**src/rtl/amb_sonuc_birimi_pkg.sv**
```systemverilog
// ---------------------------------------------------------------------------
// amb_sonuc_birimi_pkg
//   Shared types for the AMB result consumer:
//     dal_tip_e    - 3-bit branch type code carried with every AMB issue
//     etiket_t     - issue-time sideband {valid, rd, yaz} that travels
//                    alongside the AMB pipeline until the result is ready
//     dallanma_alindi_mi() - taken/not-taken decision from AMB compare flags
// ---------------------------------------------------------------------------
package amb_sonuc_birimi_pkg;

    typedef enum logic [2:0] {
        DAL_NONE = 3'd0,
        DAL_BEQ  = 3'd1,
        DAL_BNE  = 3'd2,
        DAL_BLT  = 3'd3,
        DAL_BGE  = 3'd4,
        DAL_BLTU = 3'd5,
        DAL_BGEU = 3'd6,
        DAL_JUMP = 3'd7
    } dal_tip_e;

    typedef struct packed {
        logic       valid;
        logic [4:0] rd;
        logic       yaz;
    } etiket_t;

    localparam etiket_t ETIKET_BOS = '{valid: 1'b0, rd: 5'd0, yaz: 1'b0};

    // esit/buyuk describe rs1 relative to rs2, so "less than" is the case
    // where the operands are neither equal nor rs1 greater.
    function automatic logic dallanma_alindi_mi(
        input dal_tip_e tip,
        input logic     esit,
        input logic     buyuk,
        input logic     buyuk_u,
        input logic     jal_gecerli
    );
        logic sonuc;
        case (tip)
            DAL_BEQ:  sonuc = esit;
            DAL_BNE:  sonuc = !esit;
            DAL_BLT:  sonuc = !esit && !buyuk;
            DAL_BGE:  sonuc = esit || buyuk;
            DAL_BLTU: sonuc = !esit && !buyuk_u;
            DAL_BGEU: sonuc = esit || buyuk_u;
            DAL_JUMP: sonuc = jal_gecerli;
            default:  sonuc = 1'b0;
        endcase
        return sonuc;
    endfunction

endpackage

```
**src/rtl/amb_sonuc_birimi_if.sv**
```systemverilog
// ---------------------------------------------------------------------------
// amb_sonuc_birimi_if
//   Bundles every non-clock/reset signal of the AMB result consumer.
//   Signal suffixes are from the consumer's point of view.
//     issue side  : durdur_i, amb_aktif_i, hedef_yazmac_i, yaz_gecerli_i,
//                   dallanma_tipi_i, dallanma_adres_i, esit_mi_i,
//                   buyuk_mu_i, buyuk_mu_unsigned_i, jal_r_adres_i,
//                   jal_r_adres_gecerli_i
//     result side : amb_hazir_i, amb_sonuc_i
//     writeback   : yazmac_yaz_o, yazmac_adres_o, yazmac_veri_o
//     redirect    : pc_yonlendir_o, pc_hedef_o, boru_temizle_o,
//                   hizasiz_istisna_o
//   modport slave  - the consumer (amb_sonuc_birimi)
//   modport master - the AMB / pipeline side driving it
// ---------------------------------------------------------------------------
interface amb_sonuc_birimi_if;

    logic        durdur_i;
    logic        amb_aktif_i;
    logic [4:0]  hedef_yazmac_i;
    logic        yaz_gecerli_i;
    logic [2:0]  dallanma_tipi_i;
    logic [31:0] dallanma_adres_i;
    logic        esit_mi_i;
    logic        buyuk_mu_i;
    logic        buyuk_mu_unsigned_i;
    logic [31:0] jal_r_adres_i;
    logic        jal_r_adres_gecerli_i;
    logic        amb_hazir_i;
    logic [31:0] amb_sonuc_i;

    logic        yazmac_yaz_o;
    logic [4:0]  yazmac_adres_o;
    logic [31:0] yazmac_veri_o;
    logic        pc_yonlendir_o;
    logic [31:0] pc_hedef_o;
    logic        boru_temizle_o;
    logic        hizasiz_istisna_o;

    modport master (
        output durdur_i, amb_aktif_i, hedef_yazmac_i, yaz_gecerli_i,
               dallanma_tipi_i, dallanma_adres_i, esit_mi_i, buyuk_mu_i,
               buyuk_mu_unsigned_i, jal_r_adres_i, jal_r_adres_gecerli_i,
               amb_hazir_i, amb_sonuc_i,
        input  yazmac_yaz_o, yazmac_adres_o, yazmac_veri_o, pc_yonlendir_o,
               pc_hedef_o, boru_temizle_o, hizasiz_istisna_o
    );

    modport slave (
        input  durdur_i, amb_aktif_i, hedef_yazmac_i, yaz_gecerli_i,
               dallanma_tipi_i, dallanma_adres_i, esit_mi_i, buyuk_mu_i,
               buyuk_mu_unsigned_i, jal_r_adres_i, jal_r_adres_gecerli_i,
               amb_hazir_i, amb_sonuc_i,
        output yazmac_yaz_o, yazmac_adres_o, yazmac_veri_o, pc_yonlendir_o,
               pc_hedef_o, boru_temizle_o, hizasiz_istisna_o
    );

endinterface

```
**src/rtl/amb_sonuc_birimi_etiket_hatti.sv**
```systemverilog
// ---------------------------------------------------------------------------
// amb_sonuc_birimi_etiket_hatti
//   DERINLIK-deep shift register of issue tags that mirrors the AMB's fixed
//   issue->result latency, so the tail tag lines up with amb_hazir_i.
//   Ports:
//     clk_i, rst_i  clock, asynchronous active-low reset
//     advance_i     shift enable (pipeline not stalled)
//     push_i        an op is issued this cycle
//     squash_i      issued op is on the wrong path; push an invalid tag
//     etiket_i      tag of the issued op
//     kuyruk_o      tail tag, aligned with the AMB result
// ---------------------------------------------------------------------------
module amb_sonuc_birimi_etiket_hatti
    import amb_sonuc_birimi_pkg::*;
#(
    parameter int unsigned DERINLIK = 1
) (
    input  logic    clk_i,
    input  logic    rst_i,
    input  logic    advance_i,
    input  logic    push_i,
    input  logic    squash_i,
    input  etiket_t etiket_i,
    output etiket_t kuyruk_o
);

    etiket_t hat_q [DERINLIK];
    etiket_t hat_d [DERINLIK];

    // NOTE: hold-by-default first, then override; every path assigns hat_d,
    // so no latch is inferred.
    always_comb begin
        hat_d = hat_q;
        if (advance_i) begin
            // Cycles without an issue shift in a bubble to keep latency fixed.
            hat_d[0] = (push_i && !squash_i) ? etiket_i : ETIKET_BOS;
            for (int i = 1; i < DERINLIK; i++) begin
                hat_d[i] = hat_q[i-1];
            end
        end
    end

    // NOTE: state updates use non-blocking assignments so all stages shift
    // together. This array is only a few tags deep and its valid bits must be
    // cleared on reset, so resetting every entry is intended here.
    always_ff @(posedge clk_i or negedge rst_i) begin
        if (!rst_i) begin
            for (int i = 0; i < DERINLIK; i++) begin
                hat_q[i] <= ETIKET_BOS;
            end
        end else begin
            hat_q <= hat_d;
        end
    end

    assign kuyruk_o = hat_q[DERINLIK-1];

endmodule

```
**src/rtl/amb_sonuc_birimi.sv**
```systemverilog
// ---------------------------------------------------------------------------
// amb_sonuc_birimi
//   Consumer end of the AMB result interface (execute/writeback stage).
//   - Carries issue-time sideband (rd, write enable) alongside the AMB and
//     drives the register-file write when the result is ready.
//   - Resolves conditional branches and JAL/JALR at issue, then emits a
//     registered PC redirect pulse and holds the pipeline flush while the
//     wrong-path ops drain.
//   - Flags taken targets with bit 1 set as misaligned instead of
//     redirecting.
//   Parameters:
//     AMB_GECIKME     AMB issue->hazir latency in cycles (>=1)
//     TEMIZLE_CEVRIM  squash cycles that follow the redirect cycle (>=1)
//   Ports:
//     clk_i, rst_i     clock, asynchronous active-low reset
//     bus              amb_sonuc_birimi_if.slave (issue, result, writeback,
//                      redirect signals)
//     dallanma_sayisi_o, alinan_sayisi_o  resolved / taken branch counters,
//                      present only when DALLANMA_SAYAC_EN is defined
//   Build option: DALLANMA_SAYAC_EN enables the branch counters.
// ---------------------------------------------------------------------------
module amb_sonuc_birimi
    import amb_sonuc_birimi_pkg::*;
#(
    parameter int unsigned AMB_GECIKME    = 1,
    parameter int unsigned TEMIZLE_CEVRIM = 2
) (
    input  logic              clk_i,
    input  logic              rst_i,
    amb_sonuc_birimi_if.slave bus
`ifdef DALLANMA_SAYAC_EN
    ,
    output logic [31:0]       dallanma_sayisi_o,
    output logic [31:0]       alinan_sayisi_o
`endif
);

    typedef enum logic [1:0] {
        BOS       = 2'd0,
        YONLENDIR = 2'd1,
        TEMIZLE   = 2'd2
    } durum_e;

    localparam int unsigned SAYAC_W = (TEMIZLE_CEVRIM > 1) ? $clog2(TEMIZLE_CEVRIM) : 1;
    localparam logic [SAYAC_W-1:0] SAYAC_BASLANGIC = SAYAC_W'(TEMIZLE_CEVRIM - 1);

    durum_e             durum_q, durum_d;
    logic [SAYAC_W-1:0] sayac_q, sayac_d;
    logic [31:0]        hedef_q, hedef_d;
    logic               hizasiz_q, hizasiz_d;

    dal_tip_e    tip;
    logic        ilerle;
    logic        yayin;
    logic        alindi;
    logic [31:0] hedef_adres;
    etiket_t     yeni_etiket;
    etiket_t     kuyruk_etiket;

    assign tip    = dal_tip_e'(bus.dallanma_tipi_i);
    assign ilerle = !bus.durdur_i;
    // Only issues seen in BOS are on the correct path and get resolved.
    assign yayin  = bus.amb_aktif_i && ilerle && (durum_q == BOS);
    assign alindi = dallanma_alindi_mi(tip, bus.esit_mi_i, bus.buyuk_mu_i,
                                       bus.buyuk_mu_unsigned_i,
                                       bus.jal_r_adres_gecerli_i);
    assign hedef_adres = (tip == DAL_JUMP) ? (bus.jal_r_adres_i & ~32'h1)
                                           : bus.dallanma_adres_i;

    // ---------------- redirect / flush FSM ----------------
    always_comb begin
        durum_d   = durum_q;
        sayac_d   = sayac_q;
        hedef_d   = hedef_q;
        hizasiz_d = hizasiz_q;
        // While stalled everything holds, so pending pulses replay on release.
        if (ilerle) begin
            hizasiz_d = 1'b0;
            case (durum_q)
                BOS: begin
                    if (yayin && alindi) begin
                        if (hedef_adres[1]) begin
                            hizasiz_d = 1'b1;
                        end else begin
                            durum_d = YONLENDIR;
                            hedef_d = hedef_adres;
                        end
                    end
                end
                YONLENDIR: begin
                    durum_d = TEMIZLE;
                    sayac_d = SAYAC_BASLANGIC;
                end
                TEMIZLE: begin
                    if (sayac_q == '0) begin
                        durum_d = BOS;
                    end else begin
                        sayac_d = sayac_q - SAYAC_W'(1);
                    end
                end
                default: durum_d = BOS;
            endcase
        end
    end

    always_ff @(posedge clk_i or negedge rst_i) begin
        if (!rst_i) begin
            durum_q   <= BOS;
            sayac_q   <= '0;
            hedef_q   <= '0;
            hizasiz_q <= 1'b0;
        end else begin
            durum_q   <= durum_d;
            sayac_q   <= sayac_d;
            hedef_q   <= hedef_d;
            hizasiz_q <= hizasiz_d;
        end
    end

    assign bus.pc_yonlendir_o    = (durum_q == YONLENDIR) && ilerle;
    assign bus.pc_hedef_o        = hedef_q;
    assign bus.boru_temizle_o    = (durum_q != BOS);
    assign bus.hizasiz_istisna_o = hizasiz_q && ilerle;

    // ---------------- tag pipeline / writeback ----------------
    assign yeni_etiket = '{valid: 1'b1, rd: bus.hedef_yazmac_i, yaz: bus.yaz_gecerli_i};

    // Issues arriving outside BOS (including the redirect cycle) are squashed.
    amb_sonuc_birimi_etiket_hatti #(
        .DERINLIK (AMB_GECIKME)
    ) u_etiket_hatti (
        .clk_i     (clk_i),
        .rst_i     (rst_i),
        .advance_i (ilerle),
        .push_i    (bus.amb_aktif_i),
        .squash_i  (durum_q != BOS),
        .etiket_i  (yeni_etiket),
        .kuyruk_o  (kuyruk_etiket)
    );

    assign bus.yazmac_yaz_o   = bus.amb_hazir_i && ilerle && kuyruk_etiket.valid &&
                                kuyruk_etiket.yaz && (kuyruk_etiket.rd != 5'd0);
    assign bus.yazmac_adres_o = kuyruk_etiket.rd;
    assign bus.yazmac_veri_o  = bus.amb_sonuc_i;

    // ---------------- optional branch counters ----------------
`ifdef DALLANMA_SAYAC_EN
    logic [31:0] dallanma_sayisi_q, dallanma_sayisi_d;
    logic [31:0] alinan_sayisi_q, alinan_sayisi_d;

    always_comb begin
        dallanma_sayisi_d = dallanma_sayisi_q;
        alinan_sayisi_d   = alinan_sayisi_q;
        if (yayin && (tip != DAL_NONE)) begin
            dallanma_sayisi_d = dallanma_sayisi_q + 32'd1;
            if (alindi) begin
                alinan_sayisi_d = alinan_sayisi_q + 32'd1;
            end
        end
    end

    always_ff @(posedge clk_i or negedge rst_i) begin
        if (!rst_i) begin
            dallanma_sayisi_q <= '0;
            alinan_sayisi_q   <= '0;
        end else begin
            dallanma_sayisi_q <= dallanma_sayisi_d;
            alinan_sayisi_q   <= alinan_sayisi_d;
        end
    end

    assign dallanma_sayisi_o = dallanma_sayisi_q;
    assign alinan_sayisi_o   = alinan_sayisi_q;
`endif

endmodule
```
**src/flat_wrapper.sv**
```systemverilog
// flat-port wrapper written by rule: the top's interface ports become plain ports
module amb_sonuc_birimi_flat import amb_sonuc_birimi_pkg::*;
#(
    parameter int unsigned AMB_GECIKME    = 1,
    parameter int unsigned TEMIZLE_CEVRIM = 2
)
  (clk_i, rst_i, bus_durdur_i, bus_amb_aktif_i, bus_hedef_yazmac_i, bus_yaz_gecerli_i, bus_dallanma_tipi_i, bus_dallanma_adres_i, bus_esit_mi_i, bus_buyuk_mu_i, bus_buyuk_mu_unsigned_i, bus_jal_r_adres_i, bus_jal_r_adres_gecerli_i, bus_amb_hazir_i, bus_amb_sonuc_i, bus_yazmac_yaz_o, bus_yazmac_adres_o, bus_yazmac_veri_o, bus_pc_yonlendir_o, bus_pc_hedef_o, bus_boru_temizle_o, bus_hizasiz_istisna_o);
  amb_sonuc_birimi_if bus_i ();
  input  logic clk_i;
  input  logic rst_i;
  input wire logic [$bits(bus_i.durdur_i)-1:0] bus_durdur_i;
  input wire logic [$bits(bus_i.amb_aktif_i)-1:0] bus_amb_aktif_i;
  input wire logic [$bits(bus_i.hedef_yazmac_i)-1:0] bus_hedef_yazmac_i;
  input wire logic [$bits(bus_i.yaz_gecerli_i)-1:0] bus_yaz_gecerli_i;
  input wire logic [$bits(bus_i.dallanma_tipi_i)-1:0] bus_dallanma_tipi_i;
  input wire logic [$bits(bus_i.dallanma_adres_i)-1:0] bus_dallanma_adres_i;
  input wire logic [$bits(bus_i.esit_mi_i)-1:0] bus_esit_mi_i;
  input wire logic [$bits(bus_i.buyuk_mu_i)-1:0] bus_buyuk_mu_i;
  input wire logic [$bits(bus_i.buyuk_mu_unsigned_i)-1:0] bus_buyuk_mu_unsigned_i;
  input wire logic [$bits(bus_i.jal_r_adres_i)-1:0] bus_jal_r_adres_i;
  input wire logic [$bits(bus_i.jal_r_adres_gecerli_i)-1:0] bus_jal_r_adres_gecerli_i;
  input wire logic [$bits(bus_i.amb_hazir_i)-1:0] bus_amb_hazir_i;
  input wire logic [$bits(bus_i.amb_sonuc_i)-1:0] bus_amb_sonuc_i;
  output wire logic [$bits(bus_i.yazmac_yaz_o)-1:0] bus_yazmac_yaz_o;
  output wire logic [$bits(bus_i.yazmac_adres_o)-1:0] bus_yazmac_adres_o;
  output wire logic [$bits(bus_i.yazmac_veri_o)-1:0] bus_yazmac_veri_o;
  output wire logic [$bits(bus_i.pc_yonlendir_o)-1:0] bus_pc_yonlendir_o;
  output wire logic [$bits(bus_i.pc_hedef_o)-1:0] bus_pc_hedef_o;
  output wire logic [$bits(bus_i.boru_temizle_o)-1:0] bus_boru_temizle_o;
  output wire logic [$bits(bus_i.hizasiz_istisna_o)-1:0] bus_hizasiz_istisna_o;
  assign bus_i.durdur_i = bus_durdur_i;
  assign bus_i.amb_aktif_i = bus_amb_aktif_i;
  assign bus_i.hedef_yazmac_i = bus_hedef_yazmac_i;
  assign bus_i.yaz_gecerli_i = bus_yaz_gecerli_i;
  assign bus_i.dallanma_tipi_i = bus_dallanma_tipi_i;
  assign bus_i.dallanma_adres_i = bus_dallanma_adres_i;
  assign bus_i.esit_mi_i = bus_esit_mi_i;
  assign bus_i.buyuk_mu_i = bus_buyuk_mu_i;
  assign bus_i.buyuk_mu_unsigned_i = bus_buyuk_mu_unsigned_i;
  assign bus_i.jal_r_adres_i = bus_jal_r_adres_i;
  assign bus_i.jal_r_adres_gecerli_i = bus_jal_r_adres_gecerli_i;
  assign bus_i.amb_hazir_i = bus_amb_hazir_i;
  assign bus_i.amb_sonuc_i = bus_amb_sonuc_i;
  assign bus_yazmac_yaz_o = bus_i.yazmac_yaz_o;
  assign bus_yazmac_adres_o = bus_i.yazmac_adres_o;
  assign bus_yazmac_veri_o = bus_i.yazmac_veri_o;
  assign bus_pc_yonlendir_o = bus_i.pc_yonlendir_o;
  assign bus_pc_hedef_o = bus_i.pc_hedef_o;
  assign bus_boru_temizle_o = bus_i.boru_temizle_o;
  assign bus_hizasiz_istisna_o = bus_i.hizasiz_istisna_o;
  amb_sonuc_birimi #(.AMB_GECIKME(AMB_GECIKME), .TEMIZLE_CEVRIM(TEMIZLE_CEVRIM)) u_core (.clk_i(clk_i), .rst_i(rst_i), .bus(bus_i));
endmodule
```
**config.mk**
```make
export PLATFORM = sky130hd
export DESIGN_NAME = amb_sonuc_birimi_flat
export DESIGN_NICKNAME = d
export VERILOG_FILES = /design/src/rtl/amb_sonuc_birimi_pkg.sv /design/src/rtl/amb_sonuc_birimi_if.sv /design/src/rtl/amb_sonuc_birimi_etiket_hatti.sv /design/src/rtl/amb_sonuc_birimi.sv /design/src/flat_wrapper.sv
export SDC_FILE = /design/constraint.sdc
export NUM_CORES = 1
export LEC_CHECK = 0
export BUFFER_PORTS_ARGS = -buffer_cell sky130_fd_sc_hd__buf_2
export CORE_MARGIN = 10
export CORE_UTILIZATION = 35
export DETAILED_ROUTE_END_ITERATION = 12
export GPL_ROUTABILITY_DRIVEN = 0
export GPL_TIMING_DRIVEN = 0
export MAX_ROUTING_LAYER = met4
export PLACE_DENSITY = 0.79
export SETUP_SLACK_MARGIN = 0.3
export SYNTH_ARGS = -nofsm -noshare
export SYNTH_HDL_FRONTEND = slang
export SYNTH_HIERARCHICAL = 1
export SYNTH_SLANG_ARGS = --single-unit
```
**constraint.sdc**
```tcl
create_clock -name clk_i -period 1.9 [get_ports clk_i]
set_input_delay 0.19 -clock clk_i [delete_from_list [all_inputs] [get_ports clk_i]]
set_output_delay 0.19 -clock clk_i [all_outputs]
set_load 0.05 [all_outputs]
```
==> summary.md <==
* sky130_fd_sc_hd__buf_2 — most common cell after layout, fill and taps aside
* 0.00603 ns — final clock skew
* 0 ns — Fin Setup TNS
* 40.0% — part of the Yosys area used for sequential elements
* 0.08 ns — clock transition at the registers of the reported paths
* 28 — initial detailed-routing violation count
* 0 — residual DRC count
* 10.5% — clock share of power
* 45.5% — area growth from synthesis to layout
* 507 — fin nets
* 1050 sq um — area occupied by registers
* 6260 microns — DP Wirelength
* 2198 — via count
* 662 — Layout fillers
* 4 — first-pass detailed-route iteration total
* flop — crit end category
* 2 — H-tree levels
* 75.1% — layout cell share with drive strength beyond 1
* in -> async — hold crit path type
* sky130_fd_sc_hd__buf_2 (150), sky130_fd_sc_hd__buf_4 (44), sky130_fd_sc_hd__dfrtp_1 (42) — highest-count cells in the layout ignoring fill and taps
* 0.22 ns — Worst R2R Setup Slack
* 2.63 mW — Internal Pwr Total
* 42 — flip-flop and latch count after synthesis
* built — TritonCTS clock tree
* 0 — hold bufs inserted after CTS
* 14.9% — met1 routing resource usage after global routing
* 49.2% — net switching fraction of the power
* 0 — hold violation count in the final report
* 187 — number of ports placed on the die boundary
* 12.2 sq um — mean post-synth cell area
* 60.8% — combinational power share
* 36.0% — Starting Density
* 5.39% — met3 usage
* 0.0230 ns — worst hold margin
* u_core/bus.pc_hedef_o[28] — worst r2r dst
* sky130_fd_sc_hd__clkbuf_8 — master cell of the clock root buffer
* 0.000663 V — Worst VDD drop
* 5 — Num CTS Buffers
* sky130_fd_sc_hd__dfrtp_1 (40%), sky130_fd_sc_hd__mux2_4 (17%), sky130_fd_sc_hd__mux2_2 (13%) — most area-consuming cells after synthesis
* finished, final reports clean — run status
* 11900 microns — global-route wire length before repair
* 1260 sq um — area occupied by multi-input gates
* 42 — number of sinks driven by the clock tree
* 10 — maximum net fanout on the critical path
* 4.50 — via count normalized by instance count
* 37.8% — Slew Limit Headroom
* 0 — antenna-violating nets left
* 0 — initial antenna violation count
* reg -> reg — kind of critical path
* 1350 nW/um^2 — power per cell area
* 152 — Port Buffers
* 40.0% — area share of the largest cell type after synthesis
* 2.12 nW — leakage component of the power
* 11400 sq um — total die area
* 2.08 ns — data required time at the worst endpoint
* sky130_fd_sc_hd__dfrtp_1 — leading area contributor after synthesis
* 0.29 ns — later-pin clock latency in the skew report
* 33 — Yosys cell types
* 1.86 ns — arrival time at the worst endpoint
* u_core/durum_q[1] — startpoint of the most critical register-to-register path
* 28.7% — relative contribution of sequential cells to total power
* 12.9% — GRT Util Overall
* 0 — final-report setup violation count
* 7290 sq um — core region area
* 0 — total of max-cap violations
* 20.7% — M2 GR Usage
* 15.7 microns — final routed wire length divided by cell count
* 88.4% — portion of the clock cycle consumed by the worst path in the final layout
* 1.68 ns — min cycle time layout
* 2 — Clock Tree Buf Depth
* 107 microns — Chip Height
* 2.55 mW — switching power
* 334 — synthesized net count
* 107 microns — horizontal extent of the die
* 2481 — vias in the first global route
* 0 — Final Max Slew Viols
* 0.933 ns — slew of the pin with the lowest slew margin
* flop — startpoint type of the worst setup path
* 0.596 GHz — peak clock frequency supported by timing
* 31 — Core Rows
* 216 — Synth Instances
* met2 — most congested layer reported by global routing
* 5.17 mW — sum of internal, switching and leakage power
* yes — unrepaired setup endpoints after global routing
* 43 — pin count of the biggest net entering global routing
* 7680 microns — routed wire length
* 2630 sq um — Cell Area, Synth
* 8 — worst r2r path cells
* 0 — total inserted antenna cells
* 6 — Synthesis Warnings
* 0 — grt total ovfl
[cells by family after synthesis]
kind of cell               count (synthesis)  share of synthesized area (%)
DFF                                       42                           40.0
AOI/OAI and AO/OA                         18                           5.48
and+or+nand+nor                           32                           6.72
adders and majority gates                  4                           1.91
other                                      2                          0.286
muxes                                     64                           31.7
buffers and inverters                     54                           13.9
[metal layers]
metal	share of wire, %	wire, microns
met5	0	0
met4	0.47	36
met3	11	845
met2	46	3510
met1	43	3290
[registers in the layout, indices dropped and copies added (netlist names)]
signal,flops
u_core/bus.pc_hedef_o,31
u_core/u_etiket_hatti/kuyruk_o,7
u_core/durum_q,2
u_core/hizasiz_q,1
u_core/sayac_q,1
[power groups by stage]
stage                     clock, mW  combinational (mW)  sequential, mW
after floorplan                   0                1.08            2.71
after global placement            0                2.96            1.48
after detailed placement          0                3.00            1.49
after CTS                     0.570                3.11            1.48
after global routing          0.600                3.31            1.53
final                         0.543                3.15            1.48
[timing repair]
item                                   4_1_cts  5_1_grt
resized for setup                            8       12
endpoints found under the hold margin        0        0
setup endpoints to repair                   30       34
pin swaps                                    3        1
setup buffers                               10        3
gates cloned                                 1        0
[per-stage QoR]
| stage | cells | utilization (%) | worst slack, ns | instance area [sq um] |
|---|---|---|---|---|
| finish | 488 | 52.4 | 0.221 | 3820 |
| global route | 488 | 52.4 | 0.179 | 3820 |
| CTS | 485 | 51.8 | 0.172 | 3770 |
| detailed placement | 467 | 48.6 | 0.0669 | 3540 |
| global placement | 467 | 48.6 | 0.0792 | 3540 |
| floorplan | 216 | - | 0.287 | 2660 |
[area by class of cell]
type / count / area share, %
inverter: 13 / 1.38
clock inverter: 2 / 0.262
clock buffer: 5 / 1.80
sequential: 42 / 27.5
buffer: 41 / 8.94
multi-input combinational: 120 / 32.9
tap: 99 / 3.24
timing repair buffer: 166 / 23.9
[worst max path at each step]
stage                           startpoint                        end  slack, ns  cells past startpoint
finish                   u_core/durum_q[1]  u_core/bus.pc_hedef_o[28]       0.22                      8
global route             u_core/durum_q[1]  u_core/bus.pc_hedef_o[20]       0.18                      8
CTS                      u_core/durum_q[1]  u_core/bus.pc_hedef_o[28]       0.17                      8
detailed placement  bus_dallanma_tipi_i[1]  u_core/bus.pc_hedef_o[24]       0.07                      7
global placement    bus_dallanma_tipi_i[1]  u_core/bus.pc_hedef_o[28]       0.08                      7
floorplan                u_core/durum_q[0]  u_core/bus.pc_hedef_o[20]       0.29                      7
[worst max-delay path, cell delays in order (launching register included)]
cell                       delay [ns]
sky130_fd_sc_hd__dfrtp_1         0.39
sky130_fd_sc_hd__inv_2           0.08
sky130_fd_sc_hd__ha_4            0.15
sky130_fd_sc_hd__nand2_4         0.05
sky130_fd_sc_hd__nor3_4          0.18
sky130_fd_sc_hd__nand3b_4        0.12
sky130_fd_sc_hd__buf_12          0.15
sky130_fd_sc_hd__buf_12          0.14
sky130_fd_sc_hd__mux2_4          0.30
[synthesized netlist by cell type (all sizes together)]
library cell / number
mux2: 63
a21oi: 2
nor3: 3
and3: 1
nand4: 2
dfrtp: 42
nand2b: 1
o31ai: 1
nor3b: 1
conb: 2
mux2i: 1
buf: 38
nand3b: 1
o22ai: 7
clkbuf: 3
nor2: 2
nand3: 2
a32oi: 1
o2111ai: 1
o21ai: 4
nand2: 15
inv: 13
ha: 4
nor2b: 4
o211ai: 2
Power figures use the tool's default switching activity.
